**src/rtl/spi_master.sv**
```systemverilog
// SPI master: serialises a {cmd, payload} request into an SS_n/MOSI frame and,
// for read-data commands, captures the slave's 8-bit MISO reply into rdata.
module spi_master #(
  parameter int TURNAROUND = 2
) (
  input  logic       clk,
  input  logic       rst_n,
  input  logic       start,
  input  logic [1:0] cmd,
  input  logic [7:0] payload,
  output logic       busy,
  output logic       done,
  output logic [7:0] rdata,
  output logic       SS_n,
  output logic       MOSI,
  input  logic       MISO
);

  localparam int TW = $clog2(TURNAROUND + 1);
  localparam logic [TW-1:0] TURN_LAST = TW'(TURNAROUND - 1);

  typedef enum logic [2:0] {
    S_IDLE,
    S_SHIFT,
    S_TURN,
    S_CAPTURE,
    S_END
  } state_t;

  state_t          state;
  logic [9:0]      frame;
  logic [3:0]      bit_cnt;
  logic [TW-1:0]   turn_cnt;
  logic [7:0]      shreg;

  always_ff @(posedge clk or negedge rst_n) begin
    if (!rst_n) begin
      state    <= S_IDLE;
      frame    <= '0;
      bit_cnt  <= '0;
      turn_cnt <= '0;
      shreg    <= '0;
      busy     <= 1'b0;
      done     <= 1'b0;
      rdata    <= 8'h00;
      SS_n     <= 1'b1;
      MOSI     <= 1'b0;
    end else begin
      case (state)
        S_IDLE: begin
          if (start) begin
            state   <= S_SHIFT;
            frame   <= {cmd, payload};
            bit_cnt <= '0;
            SS_n    <= 1'b0;
            busy    <= 1'b1;
            MOSI    <= cmd[1];
          end
        end

        S_SHIFT: begin
          if (bit_cnt == 4'd10) begin
            MOSI    <= 1'b0;
            bit_cnt <= '0;
            if (frame[9:8] == 2'b11) begin
              // A one-cycle turnaround needs no counting: go straight to sampling.
              if (TURNAROUND == 1) begin
                state <= S_CAPTURE;
              end else begin
                state    <= S_TURN;
                turn_cnt <= TW'(1);
              end
            end else begin
              state <= S_END;
              SS_n  <= 1'b1;
              done  <= 1'b1;
            end
          end else begin
            MOSI    <= frame[4'd9 - bit_cnt];
            bit_cnt <= bit_cnt + 4'd1;
          end
        end

        S_TURN: begin
          if (turn_cnt == TURN_LAST) begin
            state <= S_CAPTURE;
          end else begin
            turn_cnt <= turn_cnt + 1'b1;
          end
        end

        S_CAPTURE: begin
          shreg   <= {shreg[6:0], MISO};
          bit_cnt <= bit_cnt + 4'd1;
          // The eighth sample goes straight into rdata along with the shifted bits.
          if (bit_cnt == 4'd7) begin
            state <= S_END;
            rdata <= {shreg[6:0], MISO};
            SS_n  <= 1'b1;
            done  <= 1'b1;
          end
        end

        S_END: begin
          state    <= S_IDLE;
          done     <= 1'b0;
          busy     <= 1'b0;
          bit_cnt  <= '0;
          turn_cnt <= '0;
          shreg    <= '0;
        end

        default: begin
          state <= S_IDLE;
        end
      endcase
    end
  end

endmodule

```
**config.mk**
```make
export PLATFORM = sky130hd
export DESIGN_NAME = spi_master
export DESIGN_NICKNAME = d
export VERILOG_FILES = /design/src/rtl/spi_master.sv
export SDC_FILE = /design/constraint.sdc
export NUM_CORES = 1
export LEC_CHECK = 0
export CELL_PAD_IN_SITES_DETAIL_PLACEMENT = 2
export CELL_PAD_IN_SITES_GLOBAL_PLACEMENT = 2
export CORE_UTILIZATION = 36
export DETAILED_ROUTE_END_ITERATION = 8
export MAX_ROUTING_LAYER = met4
export PLACE_DENSITY = 0.85
export SYNTH_ARGS = -nofsm -noshare
export SYNTH_HDL_FRONTEND = slang
export SYNTH_SLANG_ARGS = --single-unit
```
**constraint.sdc**
```tcl
create_clock -name clk -period 2.4 [get_ports clk]
set_clock_uncertainty 0.15 [all_clocks]
set_input_delay 0.36 -clock clk [delete_from_list [all_inputs] [get_ports clk]]
set_output_delay 0.36 -clock clk [all_outputs]
set_load 0.005 [all_outputs]
```
After elaboration in Yosys (flattened, before gate mapping)
Index checks and enable logic that the tools add are counted.
Widths: inputs -> output; s select.
- reductions and logical operators: 17
- multiplexer cells: 27
- magnitude comparators: 1
- equal/unequal tests: 15
- $add $sub $neg: 3
- operator list (cell ; number):
    $pmux 4 s4 ; 1
    $mux 3 ; 5
    $ne 2x2->1 const B ; 7
    $pmux 7 s2 ; 1
    $pmux 3 s4 ; 1
    $reduce_and 4->1 ; 3
    $reduce_and 2->1 ; 5
    $reduce_bool 3->1 ; 3
    $mux 1 ; 8
    $mux 4 ; 2
    $eq 3x2->1 const B ; 2
    $mux 2 ; 3
    $pmux 1 s3 ; 2
    $pmux 2 s3 ; 1
    $reduce_bool 2->1 ; 3
    $lt 4x5->1 const B ; 1
    $reduce_and 5->1 ; 1
    $add 4x1->4 const B ; 1
    $bmux 1 s4 ; 1
    $eq 4x3->1 const B ; 1
    $eq 4x4->1 const B ; 1
    $pmux 1 s2 ; 2
    $reduce_bool 4->1 ; 1
    $sub 4x4->4 const A ; 1
    other kinds (6) ; 6
- bits in registers: 38
- output and inout bits: 12
- input port bits: 14
- word-level logic and storage cells: 73

Depth between registers and ports, before layout
Gate-level depths: netlist (run 1).
- depth after elaboration: 5
- gate-level depth with buffers: 6
- mapped depth without buffers: 6

Worst setup path after synthesis (run 1)
OpenSTA, ideal clock, no wires.
- path kind: reg2reg
- start: register bit_cnt[0]
- end: register done
- slack: 0.597 ns
- stages on the path, launching flop included: 7
- setup time: 0.121 ns
- required time: 2.129 ns
- data arrival time: 1.532 ns
- path through: dfrtp_1 > buf_2 > inv_1 > ha_1 > a311o_1 > and3_4 > o22a_1
- word-level cells in the longest chain between the ends: 3
- elaborated cells on any way between the ends: 5
- those cells by class: eq/ne: 4; reduce/logical: 1
- RTL lines (item ; RTL line ; RTL):
    from (decl) ; 32 ; logic [3:0] bit_cnt;
    from (signal assigned) ; 80 ; bit_cnt <= bit_cnt + 4'd1;
    from (signal assigned) ; 94 ; bit_cnt <= bit_cnt + 4'd1;
    $eq 4x3->1 / $eq 4x4->1 (equally long branches) ; 96, 62 ;
    $ne 2x2->1 (no line) ; - ;
    $reduce_and 4->1 (no line) * ; - ;
    to (signal assigned) ; 76 ; done <= 1'b1;
    to (signal assigned) ; 100 ; done <= 1'b1;
    to (signal assigned) ; 106 ; done <= 1'b0;
    to (decl) ; 12 ; output logic done,
Every way passes the cells marked *; elsewhere a longest branch is shown, timed or not.
A chain may end at the register's enable or synchronous reset.

Worst setup path in the final report (run 1)
- start: register bit_cnt[1]
- end: register MOSI
- word-level cells in the longest chain between the ends: 5
- elaborated cells on any way between the ends: 6
- those cells by class: add/sub: 1; eq/ne: 1; mux: 4
- RTL lines (item ; RTL line ; RTL):
    $sub 4x4->4 ; 79 ; MOSI <= frame[4'd9 - bit_cnt];
    $bmux 1 s4 ; 79 ;
    $mux 1 (implied by the code) ; 79 ;
    $mux 1 * ; 62 ; if (bit_cnt == 4'd10) begin
    $pmux 1 s2 * ; 49 ; case (state)
    to (signal assigned) ; 57 ; MOSI <= cmd[1];
    to (signal assigned) ; 79 ;
    to (decl) ; 15 ; output logic MOSI,
Every way passes the cells marked *; elsewhere a longest branch is shown, timed or not. The select of a mux whose other input is x is not followed.

==> out/results.ini, run 1 <==
[timing]
post-route-period-util = 0.867
drv_slew = 0
worst_pin_slew_ps = 883
setup_viol = 0
hold_violations = 0
rsz0062_at_grt = no
fmax_ghz = 0.481
relSlewSlack = 0.411
post-route-min-period_ps = 2080
fin_ws_ps = 320
setup_tns_ps = 0

[power_and_ir_drop]
p_per_area_nw_per_um2 = 1270
p_seq_frac = 0.361
p_leak_nw = 1.05
p_sw_frac = 0.373
vdd_drop_max_v = 0.000636
p_int_w = 0.00187
combinationalPowerShare = 0.412
p_clk_frac = 0.227
switchingPower_w = 0.00111

[global_routing]
grt_max_degree = 39
gr-total-overflow = 0
grt_pass1_wl_um = 8690
antenna_found_initial = 0
grt_pass1_vias = 1579
grt_util_all_layers = 0.227

[detailed_routing]
drt-wirelength-per-cell_um = 20.8
viasPerCell = 5.40
dr_total_vias = 1399
drtIter0Drc = 74
drc = 0
drt_wl_total_um = 5390
first_pass_iters = 4
detail-route-antenna-nets = 0

[critical_path]
end_kind = flip-flop
worst_ep_required_time_ps = 2470
start_kind = flip-flop
critical_path_class = reg -> reg
rr_worst_depth = 4
crit_fanout = 8
worstPathArrival_ps = 2150

[yosys]
synth_top_area_share = 0.490
synth-seq-cells = 38
synthDominantAreaCellType = dfrtp_1
synth-main-ff-cell = dfrtp_1
syn_inst = 160
yosys-top-cells-area = dfrtp_1 49%, mux2_4 6.4%, mux2_2 4.8%
post_synth.cell_area_avg_um2 = 11.8
synth_cell_type_count = 48
syn_area_um2 = 1890
synth_edf_count = 0
yosys_warnings = 0
async_flop_share = 1.00
seq_area_frac_synth = 0.504
synth_fp_nets = 179

[status]
status = complete, no violations

[cts]
path_clk_slew_ps = 80
cts_tree = built
cts.htree.levels = 2
cts_buffers = 5
root_buffer = clkbuf_8
holdBufCountCts = 0
cts_resized = 0
clockBufferDepth = 2
clkLatencyLatePin_ps = 290
postCtsSetupBuffers = 0
clock_sinks = 38

[placed_design]
port_buffers = 25
pre_cts_ws_ps = 320
gp_congestion = 0.705
dp_hpwl_um = 3490

[die]
ioPinCount = 26
dieArea_um2 = 5550
initial_utilization = 0.373
die_h_um = 74.5
die_w_um = 74.5
rows = 26
core_um2 = 5070

[layout]
final_cell_mix = 37 x dfrtp_1, 24 x clkdlybuf4s50_1, 14 x nor2_1, 13 x a21oi_1
n_antenna_cell = 0
nets = 207
layout_commonest_cell = dfrtp_1
drive_gt1_frac = 0.196
syn2layout_area_growth_pct = 24.0
nFillCells = 526

[flow_run]
drv_cap = 0

[hold_path]
min-delay-path-class = in -> async

==> cell families after synthesis <==
group	share of synthesized area
buf+inv	0.0390
simple gates	0.122
flops	0.504
xor+xnor	0.00927
compound gates	0.142
fa+ha+maj	0.0331
mux	0.151
==> state kept, by name (all words and copies together) (netlist names) <==
| signal | cells |
|---|---|
| MOSI | 1 |
| busy | 1 |
| turn_cnt | 2 |
| frame | 10 |
| rdata | 8 |
| done | 1 |
| SS_n | 1 |
| state | 3 |
| shreg | 7 |
| bit_cnt | 4 |
==> metal layers <==
| layer | wire length [µm] | part of all wire | track usage |
|---|---|---|---|
| met3 | 122 | 0.023 | 0.0366 |
| met5 | 0 | 0 | - |
| met4 | 195 | 0.036 | 0.126 |
| met1 | 2340 | 0.43 | 0.278 |
| met2 | 2730 | 0.51 | 0.357 |
==> Yosys cell counts (2+ instances only) <==
master and count:
mux2_2 8, buf_2 2, inv_1 6, dfrtp_1 37, o2bb2ai_1 2, mux2i_1 3
o22ai_1 7, nand2b_1 2, o21ai_0 3, nor2_1 14, mux2_4 8, nor2b_1 2
nand2_1 6, buf_6 2, o21ai_1 2, o22a_1 2, mux2_1 2, a21oi_1 13
clkbuf_1 3, nor3_1 3, ha_1 5, a31oi_1 2
==> worst max-delay path, stage by stage, from the launching register on <==
cell      delay (ps)
dfrtp_1          510
ha_1             250
a311o_1          490
o311ai_1         450
a21o_1           160
==> path summary, 6_finish.rpt <==
path | start | endpoint | slack [ps]
max | bit_cnt[1] | MOSI | 320
min | rst_n | rdata[5] | 30
max reg2reg | bit_cnt[1] | MOSI | 320
min reg2reg | frame[3] | frame[3] | 350
max in group asynchronous | rst_n | frame[5] | 1510
min in group clk | frame[3] | frame[3] | 350
==> power by group through the flow <==
stage | registers [W] | clock network (W) | logic (W)
floorplan | 0.000995 | 0 | 0.000848
global placement | 0.00105 | 0 | 0.00106
detailed placement | 0.00108 | 0 | 0.00117
CTS | 0.00108 | 0.000697 | 0.00124
global route | 0.00111 | 0.000713 | 0.00134
finish | 0.00108 | 0.000676 | 0.00123
==> final cells by class <==
class                      instances  area, µm²  share of cell area
sequential                        38        952               0.406
inverter                           6       22.5             0.00961
multi-input combinational        108        865               0.369
timing repair buffer              29        275               0.117
clock inverter                     2       60.1              0.0256
clock buffer                       6       82.6              0.0352
tap                               70       87.6              0.0374
==> metrics by stage <==
step / cell area [µm²] / std cells / util / hold slack [ps] / power [W]
5_1_grt: 2340 / 259 / 0.462 / 82.5 / 0.00316
3_5_place_dp: 2200 / 251 / 0.434 / 327 / 0.00225
2_1_floorplan: 1890 / 160 / - / -85.6 / 0.00184
6_report: 2340 / 259 / 0.462 / 31.9 / 0.00298
3_3_place_gp: 2200 / 251 / 0.434 / 320 / 0.00211
4_1_cts: 2340 / 259 / 0.462 / 42.0 / 0.00302
Note: power is estimated with default switching activity, not from simulation.
==> run 2: changes to the inputs <==
--- a/config.mk
+++ b/config.mk
@@ -7,10 +7,10 @@
 export LEC_CHECK = 0
 export CELL_PAD_IN_SITES_DETAIL_PLACEMENT = 2
 export CELL_PAD_IN_SITES_GLOBAL_PLACEMENT = 2
-export CORE_UTILIZATION = 36
+export CORE_UTILIZATION = 39
 export DETAILED_ROUTE_END_ITERATION = 8
 export MAX_ROUTING_LAYER = met4
-export PLACE_DENSITY = 0.85
+export PLACE_DENSITY = 0.91
 export SYNTH_ARGS = -nofsm -noshare
 export SYNTH_HDL_FRONTEND = slang
 export SYNTH_SLANG_ARGS = --single-unit
==> constraint.sdc (replaced) <==
create_clock -name clk -period 2.65 [get_ports clk]
set_clock_uncertainty 0.15 [all_clocks]
set_input_delay 0.3975 -clock clk [delete_from_list [all_inputs] [get_ports clk]]
set_output_delay 0.3975 -clock clk [all_outputs]
set_load 0.005 [all_outputs]
==> out/results.ini, run 2 (synthesized netlist as in run 1, its figures left out) <==
[critical_path]
crit_path_end = rdata[6]
path_cells = ha_1 -> nand3b_1 -> nor2_8 -> mux2_4
worst_ep_required_time_ps = 2680
r2r_start = bit_cnt[1]
rr_endpoint = rdata[6]
r2r_setup_slack_ps = 640
slowest_stage = dfrtp_1
cp_slowest_stage_delay_ps = 520
end_kind = flip-flop
critPathTopFamily = simple AND/OR/NAND/NOR gates
cp.depth = 4
crit_buf_inv = 0
worstPathArrival_ps = 2040
start_kind = flip-flop
crit_start = bit_cnt[1]
crit_fanout = 8
critical_path_class = reg -> reg
rr_worst_depth = 4

[cts]
clkLatencyLatePin_ps = 300
clock_sinks = 38
postCtsSetupBuffers = 0
root_buffer = clkbuf_8
path_clk_slew_ps = 80
cts_resized = 0
cts_tree = built
cts_buffers = 5
holdBufCountCts = 0
cts.htree.levels = 2
clockBufferDepth = 2

[layout]
final_area_um2 = 2270
fin_util = 0.505
top_register = frame
nets = 207
layout_commonest_cell = dfrtp_1
drive_gt1_frac = 0.180
seq_area_um2 = 952
multi_input_area_um2 = 865
reg.largest.list = frame x10, rdata x8, shreg x7
largest_reg_flops = 10
n_antenna_cell = 0
final_cell_mix = 37 x dfrtp_1, 25 x clkdlybuf4s50_1, 14 x nor2_1, 13 x a21oi_1
syn2layout_area_growth_pct = 20.3
nFillCells = 446

[power_and_ir_drop]
finalPower_w = 0.00248
combinationalPowerShare = 0.435
p_int_w = 0.00150
p_per_area_nw_per_um2 = 1090
p_leak_nw = 1.02
p_sw_frac = 0.395
vdd_drop_max_v = 0.000497
p_clk_frac = 0.167
p_seq_frac = 0.398
switchingPower_w = 0.000981

[placed_design]
port_buffers = 25
gp_congestion = 0.757
dp_hpwl_um = 3680
placed_cell_area_um2 = 2180

[die]
core_um2 = 4500
die_w_um = 71.6
die_h_um = 71.6
dieArea_um2 = 5130
ioPinCount = 26
initial_utilization = 0.420
rows = 24

[global_routing]
grt_util_all_layers = 0.245
grt_max_degree = 39
grt_pass1_vias = 1634
grt_pass1_wl_um = 8850
gr-total-overflow = 0
antenna_found_initial = 0

[detailed_routing]
drt-wirelength-per-cell_um = 22.3
first_pass_iters = 4
detail-route-antenna-nets = 0
viasPerCell = 5.80
drtIter0Drc = 58
dr_total_vias = 1397
drc = 0
drt_wl_total_um = 5370

[timing]
fin_hold_ws_ps = 370
fmax_ghz = 0.498
drv_slew = 0
rsz0062_at_grt = no
hold_violations = 0
setup_viol = 0
relSlewSlack = 0.559
worst_pin_slew_ps = 661
post-route-period-util = 0.758
setup_tns_ps = 0
post-route-min-period_ps = 2010

[flow_run]
drv_cap = 0

[hold_path]
min-delay-path-class = reg -> reg

[status]
status = complete, no violations

[run 2: per-layer routing]
layer / track usage / wire [µm] / up-vias / share of wire
met1: 0.280 / 2280 / 727 / 0.42
met5: - / 0 / - / 0
li1: - / - / 634 / -
met4: 0.107 / 131 / 0 / 0.024
met2: 0.423 / 2790 / 25 / 0.52
met3: 0.0408 / 172 / 11 / 0.032
[run 2: worst min-delay path by stage]
stage / start / endpoint / depth (start not counted)
3_3_place_gp: frame[3] / frame[3] / 1
5_1_grt: rdata[0] / rdata[0] / 1
4_1_cts: rdata[3] / rdata[3] / 1
2_1_floorplan: rst_n / MOSI / 0
3_5_place_dp: rdata[1] / rdata[1] / 1
6_report: rdata[3] / rdata[3] / 1
[run 2: worst register-to-register path, cell delays in order (launching register included)]
cell,delay (ps)
dfrtp_1,520
ha_1,260
nand3b_1,310
nor2_8,320
mux2_4,330
[run 2: power by group through the flow]
stage	clock network, W	registers, W	logic (W)
after global routing	0.000441	0.00101	0.00117
after floorplan	0	0.000901	0.000768
after global placement	0	0.000956	0.000945
final	0.000415	0.000987	0.00108
after CTS	0.000424	0.000987	0.00110
after detailed placement	0	0.000988	0.00105
[run 2: final cells by class]
cell class              count  area share
clock buffers               8      0.0396
multi-input cells         108       0.380
inverters                   6     0.00990
well taps                  52      0.0286
repair buffers             29       0.123
flip-flops and latches     38       0.419
[run 2: through the flow]
| step | worst slack [ps] | std cells |
|---|---|---|
| after floorplan | 847 | 160 |
| after global routing | 547 | 241 |
| final | 641 | 241 |
| after CTS | 638 | 241 |
| after global placement | 652 | 233 |
| after detailed placement | 588 | 233 |
==> run 3: changes to the inputs <==
--- a/config.mk
+++ b/config.mk
@@ -7,10 +7,10 @@
 export LEC_CHECK = 0
 export CELL_PAD_IN_SITES_DETAIL_PLACEMENT = 2
 export CELL_PAD_IN_SITES_GLOBAL_PLACEMENT = 2
-export CORE_UTILIZATION = 39
+export CORE_UTILIZATION = 32
 export DETAILED_ROUTE_END_ITERATION = 8
 export MAX_ROUTING_LAYER = met4
-export PLACE_DENSITY = 0.91
+export PLACE_DENSITY = 0.81
 export SYNTH_ARGS = -nofsm -noshare
 export SYNTH_HDL_FRONTEND = slang
 export SYNTH_SLANG_ARGS = --single-unit
==> constraint.sdc (replaced) <==
create_clock -name clk -period 1.7 [get_ports clk]
set_clock_uncertainty 0.15 [all_clocks]
set_input_delay 0.255 -clock clk [delete_from_list [all_inputs] [get_ports clk]]
set_output_delay 0.255 -clock clk [all_outputs]
set_load 0.005 [all_outputs]
==> out/results.ini, run 3 (synthesized netlist as in run 1, its figures left out) <==
[status]
status = finished, violations left
violations = negative setup slack

[cts]
cts_buffers = 5
clockBufferDepth = 2
root_buffer = clkbuf_8
path_clk_slew_ps = 90
clkLatencyLatePin_ps = 300
cts_tree = built
cts.htree.levels = 2
clock_sinks = 38

[critical_path]
start_kind = flip-flop
worstPathArrival_ps = 1730
worst_ep_required_time_ps = 1720
crit_fanout = 8
end_kind = flip-flop
critical_path_class = reg -> reg
rr_worst_depth = 4

[power_and_ir_drop]
p_seq_frac = 0.341
p_int_w = 0.00268
vdd_drop_max_v = 0.000767
p_clk_frac = 0.150
switchingPower_w = 0.00166
p_per_area_nw_per_um2 = 1690
p_sw_frac = 0.383
p_leak_nw = 1.15
combinationalPowerShare = 0.509

[die]
dieArea_um2 = 6220
initial_utilization = 0.337
ioPinCount = 26
core_um2 = 5610
die_w_um = 78.9
die_h_um = 78.9
rows = 27

[layout]
top_register = frame
multi_input_area_um2 = 935
drive_gt1_frac = 0.344
nFillCells = 580
final_area_um2 = 2570
seq_area_um2 = 956
layout_commonest_cell = dfrtp_1
largest_reg_flops = 10
final_cell_mix = 34 x dfrtp_1, 24 x buf_4, 24 x clkdlybuf4s50_1, 13 x nor2_1, 12 x a21oi_1
fin_util = 0.458
syn2layout_area_growth_pct = 35.7
reg.largest.list = frame x10, rdata x8, shreg x7
nets = 230
n_antenna_cell = 0

[placed_design]
gp_congestion = 0.804
dp_hpwl_um = 3860
placed_cell_area_um2 = 2330
port_buffers = 25

[timing]
hold_violations = 0
relSlewSlack = 0.713
fin_hold_ws_ps = 180
fmax_ghz = 0.585
post-route-min-period_ps = 1710
rsz0062_at_grt = yes
fin_ws_ps = -9.58
post-route-period-util = 1.01
worst_pin_slew_ps = 431
setup_viol = 3
drv_slew = 0

[flow_run]
drv_cap = 0

[detailed_routing]
viasPerCell = 5.13
detail-route-antenna-nets = 0
first_pass_iters = 4
drtIter0Drc = 49
dr_total_vias = 1458
drc = 0
drt_wl_total_um = 5510
drt-wirelength-per-cell_um = 19.4

[global_routing]
grt_pass1_wl_um = 9040
gr-total-overflow = 0
grt_max_degree = 39
antenna_found_initial = 0
grt_util_all_layers = 0.200
grt_pass1_vias = 1694

[hold_path]
min-delay-path-class = in -> async

[run 3: cell count changes in the layout (fill, tap and decap cells not counted), moves of 2 or more]
cell,change
buf_4,+20
buf_6,+2
dfrtp_1,-3
dfrtp_2,+3
ha_1,-2
ha_4,+2
inv_1,-2
inv_2,+2
[run 3: final cells by class]
type                    count  share of cell area
clock inverters             1             0.00195
well taps                  72              0.0351
clock buffers               7              0.0336
multi-input cells         108               0.364
repair buffers             52               0.184
flip-flops and latches     38               0.373
inverters                   6             0.00878
[run 3: metal layers]
layer | vias to the layer above | track usage | routed length [µm]
li1 | 679 | - | -
met1 | 751 | 0.230 | 2340
met2 | 19 | 0.352 | 2970
met3 | 9 | 0.0356 | 101
met4 | 0 | 0.0655 | 106
met5 | - | - | 0
[run 3: final timing paths]
| path | from | slack, ps | endpoint |
|---|---|---|---|
| worst max-delay path | bit_cnt[1] | -10 | done |
| worst min-delay path | rst_n | 180 | frame[6] |
| worst max register to register | bit_cnt[1] | -10 | done |
| worst min register to register | frame[3] | 350 | frame[3] |
| max in group asynchronous | rst_n | 950 | SS_n |
| min in group clk | frame[3] | 350 | frame[3] |
[run 3: repair_timing]
item,in CTS,in global routing
hold buffers,0,0
buffers inserted,2,6
gates resized for setup,8,14
pin swaps,3,7
endpoints found under the setup margin,10,30
gates cloned,0,1
[run 3: power by group through the flow]
stage	clock network [W]	registers [W]	logic [W]
global route	0.000707	0.00153	0.00241
finish	0.000650	0.00148	0.00221
global placement	0	0.00144	0.00169
floorplan	0	0.00141	0.00121
detailed placement	0	0.00148	0.00185
CTS	0.000676	0.00148	0.00193
[run 3: per-stage QoR]
stage | total power, W | setup slack (ps) | setup TNS [ps] | cells
after floorplan | 0.00262 | 8.60 | 0 | 160
final | 0.00434 | -9.58 | -17.0 | 284
after global routing | 0.00464 | -58.6 | -589 | 284
after detailed placement | 0.00333 | -144 | -1620 | 267
after global placement | 0.00313 | -68.9 | -660 | 267
after CTS | 0.00408 | -1.43 | -1.43 | 277
[run 3: worst max-delay path: stages (launching register included)]
cell and delay (ps):
dfrtp_2 450, ha_4 170, a311o_2 460, and3_4 190, o22a_1 160
==> RTL edit 1 (flow settings as in run 1) <==
Register the inputs `start`, `cmd`, `payload` and `MISO` before use, cleared by the reset. The logic sees them one clock later.
--- a/src/rtl/spi_master.sv
+++ b/src/rtl/spi_master.sv
@@ -28,4 +28,23 @@
   } state_t;
 
+  logic start_q;
+  logic [1:0] cmd_q;
+  logic [7:0] payload_q;
+  logic MISO_q;
+
+  always_ff @(posedge clk or negedge rst_n) begin
+    if (!rst_n) begin
+      start_q   <= '0;
+      cmd_q     <= '0;
+      payload_q <= '0;
+      MISO_q    <= '0;
+    end else begin
+      start_q   <= start;
+      cmd_q     <= cmd;
+      payload_q <= payload;
+      MISO_q    <= MISO;
+    end
+  end
+
   state_t          state;
   logic [9:0]      frame;
@@ -49,11 +68,11 @@
       case (state)
         S_IDLE: begin
-          if (start) begin
+          if (start_q) begin
             state   <= S_SHIFT;
-            frame   <= {cmd, payload};
+            frame   <= {cmd_q, payload_q};
             bit_cnt <= '0;
             SS_n    <= 1'b0;
             busy    <= 1'b1;
-            MOSI    <= cmd[1];
+            MOSI    <= cmd_q[1];
           end
         end
@@ -91,10 +110,10 @@
 
         S_CAPTURE: begin
-          shreg   <= {shreg[6:0], MISO};
+          shreg   <= {shreg[6:0], MISO_q};
           bit_cnt <= bit_cnt + 4'd1;
           // The eighth sample goes straight into rdata along with the shifted bits.
           if (bit_cnt == 4'd7) begin
             state <= S_END;
-            rdata <= {shreg[6:0], MISO};
+            rdata <= {shreg[6:0], MISO_q};
             SS_n  <= 1'b1;
             done  <= 1'b1;
Formal check against the unedited RTL: not equivalent (a bounded check fails within 4 cycles, from zero or initial values and one cycle with rst_n low).
==> RTL edit 1 against run 1 <==
- critical path depth decreased by 1
- utilization down 0.71 points
- synthesized area grew 13%
- total power increased by 0.85%
- design area is 8.8% higher
- wire length is 6.2% higher
- hold slack better by 0.23 ns
- synthesized cell count rose by 10%
- sequential cell count is 12 higher
- global-route usage fell by 1.6 points
- final cell count grew 6.9%
- worst setup slack got worse by 0.079 ns
- largest cell class unchanged
- largest power group is now sequential cells
==> RTL edit 1: results <==
[run_status]
status = completed

[detailed_routing]
wire_per_inst_um = 20.7
wl_met1_um = 2380

[global_route]
grt_pass1_wl_um = 9440
grtUsageMet1_pct = 24.3
grt.total_usage_pct = 21.1
grt_util_met2_pct = 37.1
grt_max_degree = 29
grt_pass1_vias = 1763

[cells_and_area]
nNetsFinal = 224
final.fill_count = 586
final-clk-cell-share_pct = 3.09
buf_share_pct = 11.2
n_all_inverters = 9
top_regs = frame (10), payload_q (8), rdata (8)
multi_input_area_um2 = 811

[synthesis]
ys_top_cells_by_area = dfrtp_1, mux2_2, ha_1, o22ai_1, nand2_1
synth_commonest_cells = dfrtp_1, mux2_2, nand2_1, o22ai_1, inv_1
synth_adder_area_share_pct = 2.93
yosysUniqueCellTypes = 43
ys_seq_elements = 50

[power]
p_leak_nw = 1.10

[placed_design]
gp_congestion = 0.741

[setup_path]
rrSetupSlack_ns = 0.24
slowest_delay_ns = 0.65
r2r-end = rdata[0]
ff2ff_path_depth = 3

[timing]
slew_headroom_pct = 66.0
clock.fmax_mhz = 463
-- RTL edit 1: changes by cell type after synthesis, moves of 5 or more --
cell / before / now
nand2_1: 6 / 15
a21oi_1: 13 / 8
dfrtp_1: 37 / 49
mux2_4: 8 / 0
nor2_1: 14 / 8
mux2_2: 8 / 18
-- RTL edit 1: repair_timing --
action,4_1_cts,5_1_grt
hold buffers,1,0
endpoints found under the setup margin,0,0
endpoints found under the hold margin,22,0
-- RTL edit 1: where the power goes --
part	internal (W)	switching (W)
clock network	0.000196	0.000272
registers	0.00109	0.000294
logic	0.000541	0.000621
-- RTL edit 1: metrics by stage --
step / power (W) / instances / area [um2]
finish: 0.00301 / 277 / 2550
global route: 0.00318 / 277 / 2550
CTS: 0.00303 / 277 / 2550
detailed placement: 0.00254 / 269 / 2460
global placement: 0.00236 / 269 / 2460
floorplan: 0.00208 / 176 / 2140
==> RTL edit 2 (settings of run 1) <==
Without the edit above. Change the parameter `TURNAROUND` from 2 to 1.
--- a/src/rtl/spi_master.sv
+++ b/src/rtl/spi_master.sv
@@ -2,5 +2,5 @@
 // for read-data commands, captures the slave's 8-bit MISO reply into rdata.
 module spi_master #(
-  parameter int TURNAROUND = 2
+  parameter int TURNAROUND = 1
 ) (
   input  logic       clk,
Formal check against the unedited RTL: same outputs for any inputs over 10 cycles, from zero or initial values and one cycle with rst_n low; that may be too few to reach the edited logic, so the function may still have changed.
==> RTL edit 2 against run 1 <==
- sequential cell count fell by 2
- critical path type unchanged
- worst setup slack worse by 0.0023 ns
- design area down 11%
- count of clock-buffer cells in the layout rose by 2
- wire length decreased by 24%
- largest cell class unchanged
- critical path depth increased by 2
- global-route usage fell by 2.5 points
- critical endpoint unchanged
- total power decreased by 13%
- die area shrank 10%
- non-clock buffer count down 1
- synthesized area down 11%
- sequential share of layout area increased by 2.7 points
==> RTL edit 2: results <==
[run_status]
status = completed

[setup_path]
slowest_delay_ns = 0.55
path_max_fanout = 10
rrSetupSlack_ns = 0.32
critical-path-top-delay-family = flip-flops
cp_slowest_cell = dfrtp_1
ff2ff_path_depth = 6
worstPathArrival_ns = 2.11
criticalPathCategory = flip-flop to flip-flop
reg2reg_from = bit_cnt[1]

[detailed_routing]
avgViaCountPerCell = 5.46
wirelength_um = 4110
firstDrtPassIters = 3
dr.first_iter.drc_count = 33

[placed_design]
gp_congestion = 0.773
dp_hpwl_um = 3100
place_ws_ns = 0.355
placed_cell_area_mm2 = 0.00199

[cells_and_area]
nNetsFinal = 193
layout-drive-gt1-share_pct = 20.5
diodes = 0

[cts]
cts.path.max_buffers = 2
numCtsBuffers = 5

[synthesis]
ys_top_cells_by_area = dfrtp_1, mux2_2, a21oi_1, ha_1, o22ai_1
yosysSeqAreaShare_pct = 53.4
syn_nets = 164
yosysUniqueCellTypes = 40
yosys_warnings = 0
synth_commonest_cells = dfrtp_1, mux2_2, nor2_1, a21oi_1
synthArstFlopShare_pct = 100

[global_route]
grt.total_usage_pct = 20.2
grt_pass1_wl_um = 7380
grt_max_degree = 37
grt_pass1_vias = 1468

[timing]
slew_headroom_pct = 67.0
whs_ns = 0.333
hold_viol = 0

[power]
ir_drop_uv = 442
p_leak_nw = 0.896
==> RTL edit 2: cell types whose count changed after synthesis, sizes merged, moves of 2 or more <==
cell     delta
a211o       +2
clkbuf      -3
dfrtp       -2
nand2b      -2
nor2b       +2
inv         -2
o2bb2ai     -2
==> RTL edit 2: logic make-up after synthesis <==
family	share of synthesized area, %
AO/OA/AOI/OAI	13.1
XOR/XNOR	0.519
adder cells (fa/ha/maj)	2.96
buffers and inverters	2.96
flip-flops	53.4
multiplexers	14.5
AND/OR/NAND/NOR	12.5
==> RTL edit 2: how the worst max path moves through the flow <==
stage                 end  slack [ns]
6_report             MOSI        0.32
2_1_floorplan        MOSI        0.56
3_3_place_gp   bit_cnt[2]        0.44
3_5_place_dp         MOSI        0.35
4_1_cts              MOSI        0.29
5_1_grt              MOSI        0.18
==> RTL edit 2: routing by layer <==
layer	vias up	part of all wire [%]	track usage, %
li1	580	-	-
met1	638	39	21.3
met2	22	56	36.1
met3	6	3.4	5.34
met4	0	1.8	7.48
met5	-	0	-
==> RTL edit 2: stage by stage <==
| step | instances | util, % |
|---|---|---|
| detailed placement | 220 | 44.8 |
| CTS | 228 | 46.8 |
| finish | 228 | 46.8 |
| global route | 228 | 46.8 |
| floorplan | 146 | - |
| global placement | 220 | 44.8 |
==> RTL edit 2: final cells by class <==
cell class,count,area [um2]
Fill cell,469,2360
Sequential cell,36,902
Multi-Input combinational cell,100,737
Timing Repair Buffer,28,273
Clock buffer,8,90.1
Tap cell,52,65.1
Inverter,4,15.0
==> RTL edit 2: where the power goes <==
part | internal (W) | switching [W] | total [W]
clock network | 0.000234 | 0.000215 | 0.000449
registers | 0.000844 | 0.000240 | 0.00108
logic | 0.000552 | 0.000499 | 0.00105
